--- config.mk ---
export PLATFORM = sky130hd
export DESIGN_NAME = sram_controller
export DESIGN_NICKNAME = d
export VERILOG_FILES = /design/src/rtl/sram_ctrl_pkg.sv /design/src/rtl/sram_wait_counter.sv /design/src/rtl/sram_controller.sv
export SDC_FILE = /design/constraint.sdc
export NUM_CORES = 1
export LEC_CHECK = 0
export BUFFER_PORTS_ARGS = -buffer_cell sky130_fd_sc_hd__clkbuf_2
export CORE_MARGIN = 5
export CORE_UTILIZATION = 51
export CTS_CLUSTER_SIZE = 20
export DETAILED_ROUTE_END_ITERATION = 6
export PLACE_DENSITY = 0.88
export SYNTH_ARGS = -nofsm -noshare
export SYNTH_HDL_FRONTEND = slang
export SYNTH_HIERARCHICAL = 1
export SYNTH_SLANG_ARGS = --single-unit
--- constraint.sdc ---
create_clock -name clk -period 2.7 [get_ports clk]
set_clock_uncertainty 0.15 [all_clocks]
set_input_delay 0.135 -clock clk [delete_from_list [all_inputs] [get_ports clk]]
set_output_delay 0.135 -clock clk [all_outputs]
set_load 0.05 [all_outputs]
--- src/rtl/sram_ctrl_pkg.sv ---
`default_nettype none
// ============================================================================
// Module      : sram_ctrl_pkg
// Description : Shared types and default constants for the MEM-stage SRAM
//               controller (state encoding, geometry, timing defaults).
// Revision    : 1.0 - initial release
// ============================================================================
package sram_ctrl_pkg;

  // Default byte address that maps onto SRAM half-word pair 0
  localparam int c_base_addr   = 1024;
  // Default clock cycles held per 16-bit half access
  localparam int c_wait_cycles = 2;
  // Default SRAM address width (16-bit locations)
  localparam int c_sram_addr_w = 18;
  // Width of one SRAM location
  localparam int c_half_w      = 16;

  // Access sequencer states
  typedef enum logic [1:0] {
    IDLE = 2'd0,
    LOW  = 2'd1,
    HIGH = 2'd2,
    DONE = 2'd3
  } state_t;

endpackage : sram_ctrl_pkg
`default_nettype wire

--- src/rtl/sram_wait_counter.sv ---
`default_nettype none
// ============================================================================
// Module      : sram_wait_counter
// Description : Per-phase wait counter; flags the last cycle of a phase
//               (count == WAIT_CYCLES-1). Clear has priority over enable.
// Revision    : 1.0 - initial release
// ============================================================================
module sram_wait_counter #(
  parameter int WAIT_CYCLES = 2
) (
  input  logic clk,
  input  logic rst,
  input  logic i_clr,
  input  logic i_en,
  output logic o_tc
);

  localparam int c_cnt_w = (WAIT_CYCLES > 1) ? $clog2(WAIT_CYCLES) : 1;

  logic [c_cnt_w-1:0] r_cnt;

  // Count cycles within a phase; restart whenever a phase is (re)entered
  always_ff @(posedge clk) begin
    if (rst || i_clr) begin
      r_cnt <= '0;
    end else if (i_en) begin
      r_cnt <= r_cnt + 1'b1;
    end
  end

  assign o_tc = (r_cnt == c_cnt_w'(WAIT_CYCLES - 1));

endmodule : sram_wait_counter
`default_nettype wire

--- src/rtl/sram_controller.sv ---
`default_nettype none
// ============================================================================
// Module      : sram_controller
// Description : MEM-stage memory controller. Splits each 32-bit load/store
//               into two 16-bit accesses on an asynchronous SRAM and holds
//               ready low while busy so the pipeline freezes.
//               Optional macro SRAM_LAST_READ_HIT_EN adds a one-entry
//               last-read buffer that short-circuits repeated reads.
// Revision    : 1.0 - initial release
// ============================================================================
module sram_controller
  import sram_ctrl_pkg::*;
#(
  parameter int BASE_ADDR   = c_base_addr,
  parameter int WAIT_CYCLES = c_wait_cycles,
  parameter int SRAM_ADDR_W = c_sram_addr_w
) (
  input  logic                   clk,
  input  logic                   rst,
  input  logic                   MEM_R_EN,
  input  logic                   MEM_W_EN,
  input  logic [31:0]            address,
  input  logic [31:0]            wdata,
  output logic [31:0]            rdata,
  output logic                   ready,
  output logic [SRAM_ADDR_W-1:0] SRAM_ADDR,
  output logic [c_half_w-1:0]    SRAM_DQ_O,
  input  logic [c_half_w-1:0]    SRAM_DQ_I,
  output logic                   SRAM_DQ_OE,
  output logic                   SRAM_WE_N
);

  // Word index width: one SRAM address bit selects the half
  localparam int c_word_w = SRAM_ADDR_W - 1;

  state_t                r_state;
  state_t                w_next;
  logic [c_word_w-1:0]   r_word;
  logic [31:0]           r_wdata;
  logic                  r_wr;
  logic [31:0]           r_rdata;

  logic                  w_req;
  logic [31:0]           w_addr_off;
  logic [c_word_w-1:0]   w_word;
  logic                  w_unused_bits;
  logic                  w_tc;
  logic                  w_cnt_clr;
  logic                  w_cnt_en;
  logic                  w_hit;
  logic                  w_start;

  assign w_req      = MEM_R_EN | MEM_W_EN;
  assign w_start    = (r_state == IDLE) && w_req;
  // Byte offset from the SRAM window; byte lane bits and overflow wrap away
  assign w_addr_off = address - 32'(BASE_ADDR);
  assign w_word     = w_addr_off[c_word_w+1:2];
  assign w_unused_bits = ^{w_addr_off[31:c_word_w+2], w_addr_off[1:0]};

  // Counter restarts in every non-phase state and when a phase ends
  assign w_cnt_clr = (r_state == IDLE) || (r_state == DONE) || w_tc;
  assign w_cnt_en  = (r_state == LOW) || (r_state == HIGH);

  sram_wait_counter #(
    .WAIT_CYCLES (WAIT_CYCLES)
  ) u_wait_counter (
    .clk   (clk),
    .rst   (rst),
    .i_clr (w_cnt_clr),
    .i_en  (w_cnt_en),
    .o_tc  (w_tc)
  );

`ifdef SRAM_LAST_READ_HIT_EN
  logic                r_buf_vld;
  logic [c_word_w-1:0] r_buf_word;
  logic [31:0]         r_buf_data;

  // A pure read (write has priority when both are set) of the buffered word
  assign w_hit = MEM_R_EN && !MEM_W_EN && r_buf_vld && (r_buf_word == w_word);

  // Track the most recent completed SRAM read; any accepted write invalidates
  always_ff @(posedge clk) begin
    if (rst) begin
      r_buf_vld  <= 1'b0;
      r_buf_word <= '0;
      r_buf_data <= '0;
    end else if (w_start && MEM_W_EN) begin
      r_buf_vld <= 1'b0;
    end else if ((r_state == HIGH) && w_tc && !r_wr) begin
      r_buf_vld  <= 1'b1;
      r_buf_word <= r_word;
      r_buf_data <= {SRAM_DQ_I, r_rdata[15:0]};
    end
  end
`else
  assign w_hit = 1'b0;
`endif

  // Next-state selection for the two-half access sequence
  always_comb begin
    w_next = r_state;
    case (r_state)
      IDLE:    if (w_req) w_next = w_hit ? DONE : LOW;
      LOW:     if (w_tc)  w_next = HIGH;
      HIGH:    if (w_tc)  w_next = DONE;
      DONE:    w_next = IDLE;
      default: w_next = IDLE;
    endcase
  end

  // State register
  always_ff @(posedge clk) begin
    if (rst) begin
      r_state <= IDLE;
    end else begin
      r_state <= w_next;
    end
  end

  // Capture the request when it is accepted; later input changes are ignored
  always_ff @(posedge clk) begin
    if (rst) begin
      r_word  <= '0;
      r_wdata <= '0;
      r_wr    <= 1'b0;
    end else if (w_start) begin
      r_word  <= w_word;
      r_wdata <= wdata;
      r_wr    <= MEM_W_EN;
    end
  end

  // Assemble load data half by half on the last cycle of each phase
  always_ff @(posedge clk) begin
    if (rst) begin
      r_rdata <= '0;
    end else if ((r_state == LOW) && w_tc && !r_wr) begin
      r_rdata[15:0] <= SRAM_DQ_I;
    end else if ((r_state == HIGH) && w_tc && !r_wr) begin
      r_rdata[31:16] <= SRAM_DQ_I;
`ifdef SRAM_LAST_READ_HIT_EN
    end else if (w_start && w_hit) begin
      r_rdata <= r_buf_data;
`endif
    end
  end

  // SRAM pin drive: only the LOW/HIGH phases touch the bus
  always_comb begin
    SRAM_ADDR  = '0;
    SRAM_DQ_O  = '0;
    SRAM_DQ_OE = 1'b0;
    SRAM_WE_N  = 1'b1;
    if (r_state == LOW) begin
      SRAM_ADDR  = {r_word, 1'b0};
      SRAM_DQ_O  = r_wr ? r_wdata[15:0] : '0;
      SRAM_DQ_OE = r_wr;
      SRAM_WE_N  = ~r_wr;
    end else if (r_state == HIGH) begin
      SRAM_ADDR  = {r_word, 1'b1};
      SRAM_DQ_O  = r_wr ? r_wdata[31:16] : '0;
      SRAM_DQ_OE = r_wr;
      SRAM_WE_N  = ~r_wr;
    end
  end

  assign rdata = r_rdata;
  assign ready = ((r_state == IDLE) && !w_req) || (r_state == DONE);

endmodule : sram_controller
`default_nettype wire

---- After elaboration in Yosys (flattened, before gate mapping) ----
Index checks and enable logic that the tools add are counted.
storage, ports and cells
  register bits after elaboration ......... 85
  input bits .............................. 84
  logic and storage cells ................. 48
cells by class
  add/subtract/negate cells ............... 2
  equality and inequality tests ........... 6
  multiplexer cells ....................... 14
  bitwise operators ....................... 3
  reductions and logical operators ........ 16
operators with widths
  kind                                                                   count
  16-bit 2-to-1 mux                                                      4
  18-bit 2-to-1 mux                                                      2
  19-bit by 11-bit subtractor with 19-bit output, second input constant  1
  2-bit case mux with 4 select lines                                     1
  1-bit logical AND                                                      6
  2-bit 2-to-1 mux                                                       3
  1-bit logical OR                                                       5
  2-bit equality test, second input constant                             2
  1-bit 2-to-1 mux                                                       4
  2-bit by 1-bit != test with 1-bit output, second input constant        2
  3-bit AND reduction                                                    1
  2-bit by 1-bit equality test with 1-bit output, second input constant  1
  1-bit logical NOT                                                      2
  2-bit logical NOT                                                      1
  2-bit != test, second input constant                                   1
  1-bit NOT                                                              2
  2-bit AND reduction                                                    1
  1-bit adder, second input constant                                     1
  1-bit OR                                                               1

---- Depth between registers and ports, before layout ----
Gate-level depths: netlist (run 1).
  word-level depth ........................ 5
  depth in mapped cells ................... 8

---- By module ----
The synthesis (run 1) kept the hierarchy.
by module, submodules not included
  module             instances  cells each  area an instance (sq um)  sequential area each (sq um)
  sram_controller    1          434         3423.3                    1681.6
  sram_wait_counter  1          3           38.8                      20.0

---- Worst setup path before layout (run 1) ----
OpenSTA, ideal clock, no wires.
  path kind ............................... reg-to-output
  from .................................... reg r_state[0]
  to ...................................... out SRAM_WE_N
  data arrival time ....................... 2445 ps
  required time ........................... 2415 ps
  slack ................................... -30 ps
  cell stages (with the launch flop) ...... 6
  path buffers ............................ 0
  path through ............................ dfxtp_1 inv_1 ha_1 nor2_1 nor2b_1 inv_1
between the ends
  cells in the longest elaborated chain, start to end .. 3
ends and longest elaborated chain
  item                    RTL line                RTL
  start, declared         sram_controller.sv:36   state_t r_state;
  start signal, assigned  sram_controller.sv:117  r_state <= w_next;
  2-bit equality test     sram_controller.sv:160  end else if (r_state == HIGH) begin
  1-bit 2-to-1 mux        sram_controller.sv:160
  1-bit 2-to-1 mux (*)    sram_controller.sv:155  if (r_state == LOW) begin
  end, declared           sram_controller.sv:30   output logic SRAM_WE_N
Mark *: on every way between the ends. The rest lies on a longest branch, timed or not.

---- Worst setup path in the final report (run 1) ----
  from .................................... reg r_state[0]
  to ...................................... out SRAM_ADDR[1]
between the ends
  cells in the longest elaborated chain, start to end .. 3
ends and longest elaborated chain
  item                   RTL line                RTL
  2-bit equality test    sram_controller.sv:160
  18-bit 2-to-1 mux      sram_controller.sv:160
  18-bit 2-to-1 mux (*)  sram_controller.sv:155
  end, declared          sram_controller.sv:26   output logic [SRAM_ADDR_W-1:0] SRAM_ADDR,
Marks and branches as above.

==> metrics.txt, run 1 <==
WHS 31.1 ps; Worst-path clk slew 90 ps; layout net count ~710; mux contribution to synthesized area 0%; xor/xnor share of the synthesized area 1.01%; clock latency on the worst-skew pair around 340 ps; Setup TNS 0 ps; area leader, netlist dfxtp_1; crit-path max FO 13; clk root buf clkbuf_8; synth cell count leaders nand2_1, dfxtp_1, a21oi_1; Mapped Nets 526; most common cell in the netlist nand2_1; Final Slew Violations 0; Worst Hold Class in -> reg; clk sinks 85; P&R area growth vs syn 45.5%; Top FF cell, synth dfxtp_1; drt drc 0; Synth top area share 49.2%; P_leak 2.19 nW; width of the die 92.4 um; Crit path required time 2410 ps; core area 6680 um^2; Bufs on Longest Clock Path 2; fmax 0.414 GHz; # Max-Cap Violations 0; # diodes 0; slowest stage delay, CP slightly above 400 ps; crit path kind reg -> out; main combinational cell family by area after synthesis simple AND/OR/NAND/NOR gates; Synth Register Bits 85; initial antenna violation count 0; sequential-to-total area share from yosys stat 49.2%; vias in the first global route 3826; PD cells 842 nW/um^2; DRT Wirelength between 10000 and 15000 um; # setup viols final 0; pin count of the biggest net entering global routing 47; Syn Std Cell Area 3460 um^2; count of cell types in the netlist 36; Rows 30; Post-synth EDFFs 0; post-synthesis adder-cell area fraction between 1.5 and 2%; vias around 3800; Area contributors post-synth dfxtp_1, nand2_1, a21oi_1, a22o_1, nor2b_1; drt wl/cell 15.5 um; number of post-CTS setup repair buffers 0; Pre-Repair DR Iteration Count 5; Max-Slew Margin vs Limit between 40 and 50%; outcome completed; Iteration-0 DRC Markers 197; Critical Path AT 2130 ps; global-route wire length before repair 17500 um; simple-gate portion of the synthesized area around 26%; Max VDD drop around 560 uV; Tmin final 2420 ps; antenna-violating nets left 0; RSZ-0062 raised after global routing false; # port buffers ~140; RD Place Congestion 0.839; number of vias per cell 5.30; critical-path cell list inv_1 > ha_1 > nor2_1 > buf_4 > nor2b_1 > clkbuf_2; Starting Density between 50% and 60%; Worst setup EP type output pin; Remaining Overflow, GRT 0; area of the die ~8500 um^2; DP Wirelength 6650 um; Slew @ Worst Pin around 850 ps; CTS Buf Count 9; CTS H-tree lvls 3; Mean Syn Cell Area a little under 8 um^2; Final Hold Fails 0; Slowest cell on crit path nor2_1; Async SR Flop Fraction 0%; CTS tree done; Total GRT Usage between 20% and 30%; final period utilization 89.5%; layout cells sized above 1 26.8%; YS warnings 6; die height 92.4 um; Compound-Gate Fraction of Synth Area between 10% and 20%; Startpoint Class register; I/O Pins 153; post-synthesis cell count 437
-- cells in the final DEF, fill, tap and decap left out, drive strengths merged, types with 2 or more instances in the layout --
master	instances
dlygate4sd3	62
clkbuf	147
nor2b	18
nor3	2
clkinvlp	2
buf	8
xnor2	3
inv	10
a22o	16
a211oi	10
and3b	2
dfxtp	85
nand2	148
nor4	4
and4	3
a21oi	74
ha	5
nor2	11
-- layer usage --
metal | up-vias | track usage, % | share of wire, %
met5 | - | 0 | 0
met4 | 0 | 13.6 | 3.7
met3 | 32 | 4.55 | 6.7
met2 | 169 | 44.7 | 52
met1 | 1730 | 28.4 | 38
li1 | 1822 | - | -
-- sequential cells by signal, indices dropped and copies added, names as in the netlist --
name	count
r_word	17
r_wr	1
u_wait_counter/o_tc	1
rdata	32
r_wdata	32
r_state	2
-- final cells by class --
cell class              count  area (um^2)
repair buffers            207         1390
multi-input cells         314         1630
fillers                   442         1640
inverters                   6         22.5
well taps                  80          100
clock buffers              10          138
clock inverters             6         52.6
flip-flops and latches     85         1700
-- what timing repair did --
item,in CTS,in global routing
resized for setup,0,0
hold endpoints to repair,78,0
hold buffers,62,0
-- report_power, final --
part           internal [mW]  switching (mW)
clock network          0.376           0.488
registers               1.49           0.133
logic                  0.556            1.20
-- through the flow --
stage	std cells	setup WS, ps	power, mW	utilization (%)	cell area (um^2)
after floorplan	437	248	2.85	-	3460
after global placement	630	741	3.23	63.3	4230
after detailed placement	630	656	3.30	63.3	4230
after CTS	708	279	4.23	75.4	5040
after global routing	708	155	4.47	75.4	5040
final	708	285	4.24	75.4	5040
-- worst max-delay path: cells and delay by family (launching register included) --
family	cells	cell delay, ps
buffers and inverters	3	630
DFF	1	380
and+or+nand+nor	2	480
adders and majority gates	1	300
-- final timing paths --
check / start / to / slack (ps) / depth (start not counted)
setup / recovery: r_state[0]$_SDFFE_PP0P_ / SRAM_ADDR[1] / 280 / 6
hold / removal: address[11] / r_word[9]$_SDFFE_PP0P_ / 30 / 4
setup reg to reg: r_state[0]$_SDFFE_PP0P_ / r_word[13]$_SDFFE_PP0P_ / 620 / 6
hold reg to reg: rdata[22]$_SDFFE_PP0P_ / rdata[22]$_SDFFE_PP0P_ / 310 / 2
-- cell families (layout without fill, tap and decap cells) --
kind of cell	after synthesis	in the layout
compound gates	106	106
xor+xnor	4	4
fa+ha+maj	5	5
buf+inv	38	229
flops	85	85
simple gates	199	199
Power figures use the tool's default switching activity.
==> run 2, diff against run 1 <==
--- a/config.mk
+++ b/config.mk
@@ -5,12 +5,13 @@
 export SDC_FILE = /design/constraint.sdc
 export NUM_CORES = 1
 export LEC_CHECK = 0
+export ABC_AREA = 1
 export BUFFER_PORTS_ARGS = -buffer_cell sky130_fd_sc_hd__clkbuf_2
 export CORE_MARGIN = 5
-export CORE_UTILIZATION = 51
+export CORE_UTILIZATION = 52
 export CTS_CLUSTER_SIZE = 20
 export DETAILED_ROUTE_END_ITERATION = 6
-export PLACE_DENSITY = 0.88
+export PLACE_DENSITY = 0.89
 export SYNTH_ARGS = -nofsm -noshare
 export SYNTH_HDL_FRONTEND = slang
 export SYNTH_HIERARCHICAL = 1
==> run 2 against run 1 <==
Area after synthesis rose by 6.4%. Power increased by 7.1%. Register-to-register slack got worse by 120 ps. Synthesized cell count up 18%. First-iteration DRC count is 28% higher. Worst hold slack gained 7.8 ps. Clock power grew 16%. Largest power group unchanged. Highest routed layer unchanged.
==> metrics.txt, run 2 <==
drt wl/cell 14.9 um; P_leak 2.60 nW; sequential-to-total area share from yosys stat 46.2%; vias in the first global route just over 4000; antenna-violating nets left 0; fmax approximately 0.40 GHz; Post-synth EDFFs 0; global-route wire length before repair 19200 um; Compound-Gate Fraction of Synth Area 14.0%; synth cell count leaders nor2_1, dfxtp_1, o21ai_0; core area 6830 um^2; post-synthesis cell count 515; RSZ-0062 raised after global routing false; RR Startpoint r_state[0]$_SDFFE_PP0P_; most common cell in the netlist nor2_1; Mapped Nets 604; clk root buf clkbuf_8; area leader, netlist dfxtp_1; RD Place Congestion 0.853; Syn Std Cell Area 3680 um^2; Top FF cell, synth dfxtp_1; crit-path max FO 19; Hold Path Origin address[10]; Crit path required time 2410 ps; main combinational cell family by area after synthesis simple AND/OR/NAND/NOR gates; R2R Path End rdata[18]$_SDFFE_PP0P_; layout cells sized above 1 24.4%; cell mode on critical path inv_1; CTS Buf Count 9; post-synthesis adder-cell area fraction between 1.5 and 2%; YS warnings 6; Synth Register Bits 85; PD cells 871 nW/um^2; outcome completed; DP Wirelength 7080 um; Worst Hold Class in -> reg; # port buffers 137; FF-to-FF setup slack 500 ps; Bufs on Longest Clock Path 2; number of post-CTS setup repair buffers 0; Setup TNS 0 ps; Remaining Overflow, GRT 0; mux contribution to synthesized area 0%; Max VDD drop 434 uV; CTS tree done; # setup viols final 0; layout net count 790; Worst setup EP type output pin; Iteration-0 DRC Markers around 250; most frequent cells in the layout nor2_1, clkbuf_2, dfxtp_1; drt drc 0; post-CTS sizing 0; clock latency on the worst-skew pair roughly 350 ps; vias 4205; count of cell types in the netlist 25; crit path kind reg -> out; Worst-path clk slew roughly 80 ps; Synth top area share 46.2%; clk sinks 85; Final Hold Fails 0; slowest stage delay, CP roughly 560 ps; number of vias per cell 5.24; area of the die between 8000 and 9000 um^2; P&R area growth vs syn 41.7%; # diodes 0; CTS H-tree lvls 3; xor/xnor share of the synthesized area 0.476%; Slew @ Worst Pin 669 ps; Area contributors post-synth dfxtp_1, nor2_1, o21ai_0, nand3_1, inv_1; simple-gate portion of the synthesized area around 28%; Rows 30; final period utilization 93.2%; Final Slew Violations 0; Slowest cell on crit path ha_1; DRT Wirelength 12000 um; # Max-Cap Violations 0; pin count of the biggest net entering global routing 46; Worst Hold Endpoint r_word[8]$_SDFFE_PP0P_; reg2reg path depth 6; Tmin final between 2000 and 3000 ps; Starting Density 53.9%; Startpoint Class register; Total GRT Usage between 20% and 30%; Hold Buf Count CTS 63; Critical Path AT 2230 ps; Pre-Repair DR Iteration Count 5; Mean Syn Cell Area 7.15 um^2; width of the die 94.2 um; die height approximately 94 um; Finished Core Util 76.4%; Async SR Flop Fraction 0%; initial antenna violation count 0; Hold Crit Depth 4; I/O Pins about 150; most common cell after layout, fill and taps aside nor2_1; Max-Slew Margin vs Limit 55.3%; critical-path cell list inv_1 > ha_1 > buf_4 > nor2_8 > inv_2 > nand2_1 > inv_1 > clkbuf_2
run 2: cell types whose count changed after synthesis, sizes merged, moves of 4 or more:
cell    change
nor2b      -18
nor2      +156
nor4        -4
buf         +7
nand2     -109
inv        +37
clkbuf      -9
a22o       -16
o21ai      +83
nand3      +37
a211oi     -10
a21oi      -55
run 2: how the worst max path moves through the flow:
stage                                  startpoint             to  slack (ps)  cells after the start
after floorplan           r_state[0]$_SDFFE_PP0P_  SRAM_ADDR[10]         380                      6
after global placement    r_state[1]$_SDFFE_PP0P_     SRAM_DQ_OE         600                      8
after detailed placement  r_state[1]$_SDFFE_PP0P_     SRAM_DQ_OE         550                      8
after CTS                 r_state[1]$_SDFFE_PP0P_     SRAM_DQ_OE         150                      8
after global routing      r_state[1]$_SDFFE_PP0P_     SRAM_DQ_OE          20                      8
final                     r_state[1]$_SDFFE_PP0P_     SRAM_DQ_OE         180                      8
run 2: cell type report:
cell class	count	area [um^2]
Sequential cell	85	1700
Multi-Input combinational cell	356	1640
Fill cell	505	1610
Timing Repair Buffer	205	1370
Inverter	44	169
Clock buffer	11	141
Tap cell	96	120
Clock inverter	5	81.3
run 2: report_power, final:
| group | leakage [nW] | internal [mW] | switching, mW |
|---|---|---|---|
| logic | 1.79 | 0.506 | 1.35 |
| clock network | 0.110 | 0.549 | 0.454 |
| registers | 0.698 | 1.54 | 0.148 |
run 2: per-layer routing:
metal / track usage [%] / part of all wire, % / vias to the layer above
met5: 0 / 0 / -
met4: 14.0 / 3.5 / 0
met3: 6.97 / 10 / 43
met2: 48.8 / 50 / 243
met1: 29.6 / 36 / 1914
li1: - / - / 2005
run 2: per-stage QoR:
| stage | worst slack [ps] | hold slack, ps | std cells | area (um^2) | power (mW) |
|---|---|---|---|---|---|
| after global placement | 601 | 224 | 723 | 4370 | 3.39 |
| after detailed placement | 545 | 232 | 723 | 4370 | 3.46 |
| after CTS | 153 | 15.7 | 802 | 5220 | 4.53 |
| after floorplan | 383 | 120 | 515 | 3680 | 3.09 |
| final | 184 | 38.9 | 802 | 5220 | 4.54 |
| after global routing | 24.8 | 28.5 | 802 | 5220 | 4.82 |
run 2: kinds of logic (layout without fill, tap and decap cells):
kind of cell | Yosys count | in the layout
buffers and inverters | 74 | 265
adder cells (fa/ha/maj) | 5 | 5
AND/OR/NAND/NOR | 246 | 246
flip-flops | 85 | 85
XOR/XNOR | 2 | 2
AO/OA/AOI/OAI | 103 | 103
run 2: critical path, delay by kind of cell (launching register included):
kind          cells  cell delay (ps)
buf+inv           5              810
fa+ha+maj         1              560
flops             1              350
simple gates      2              170
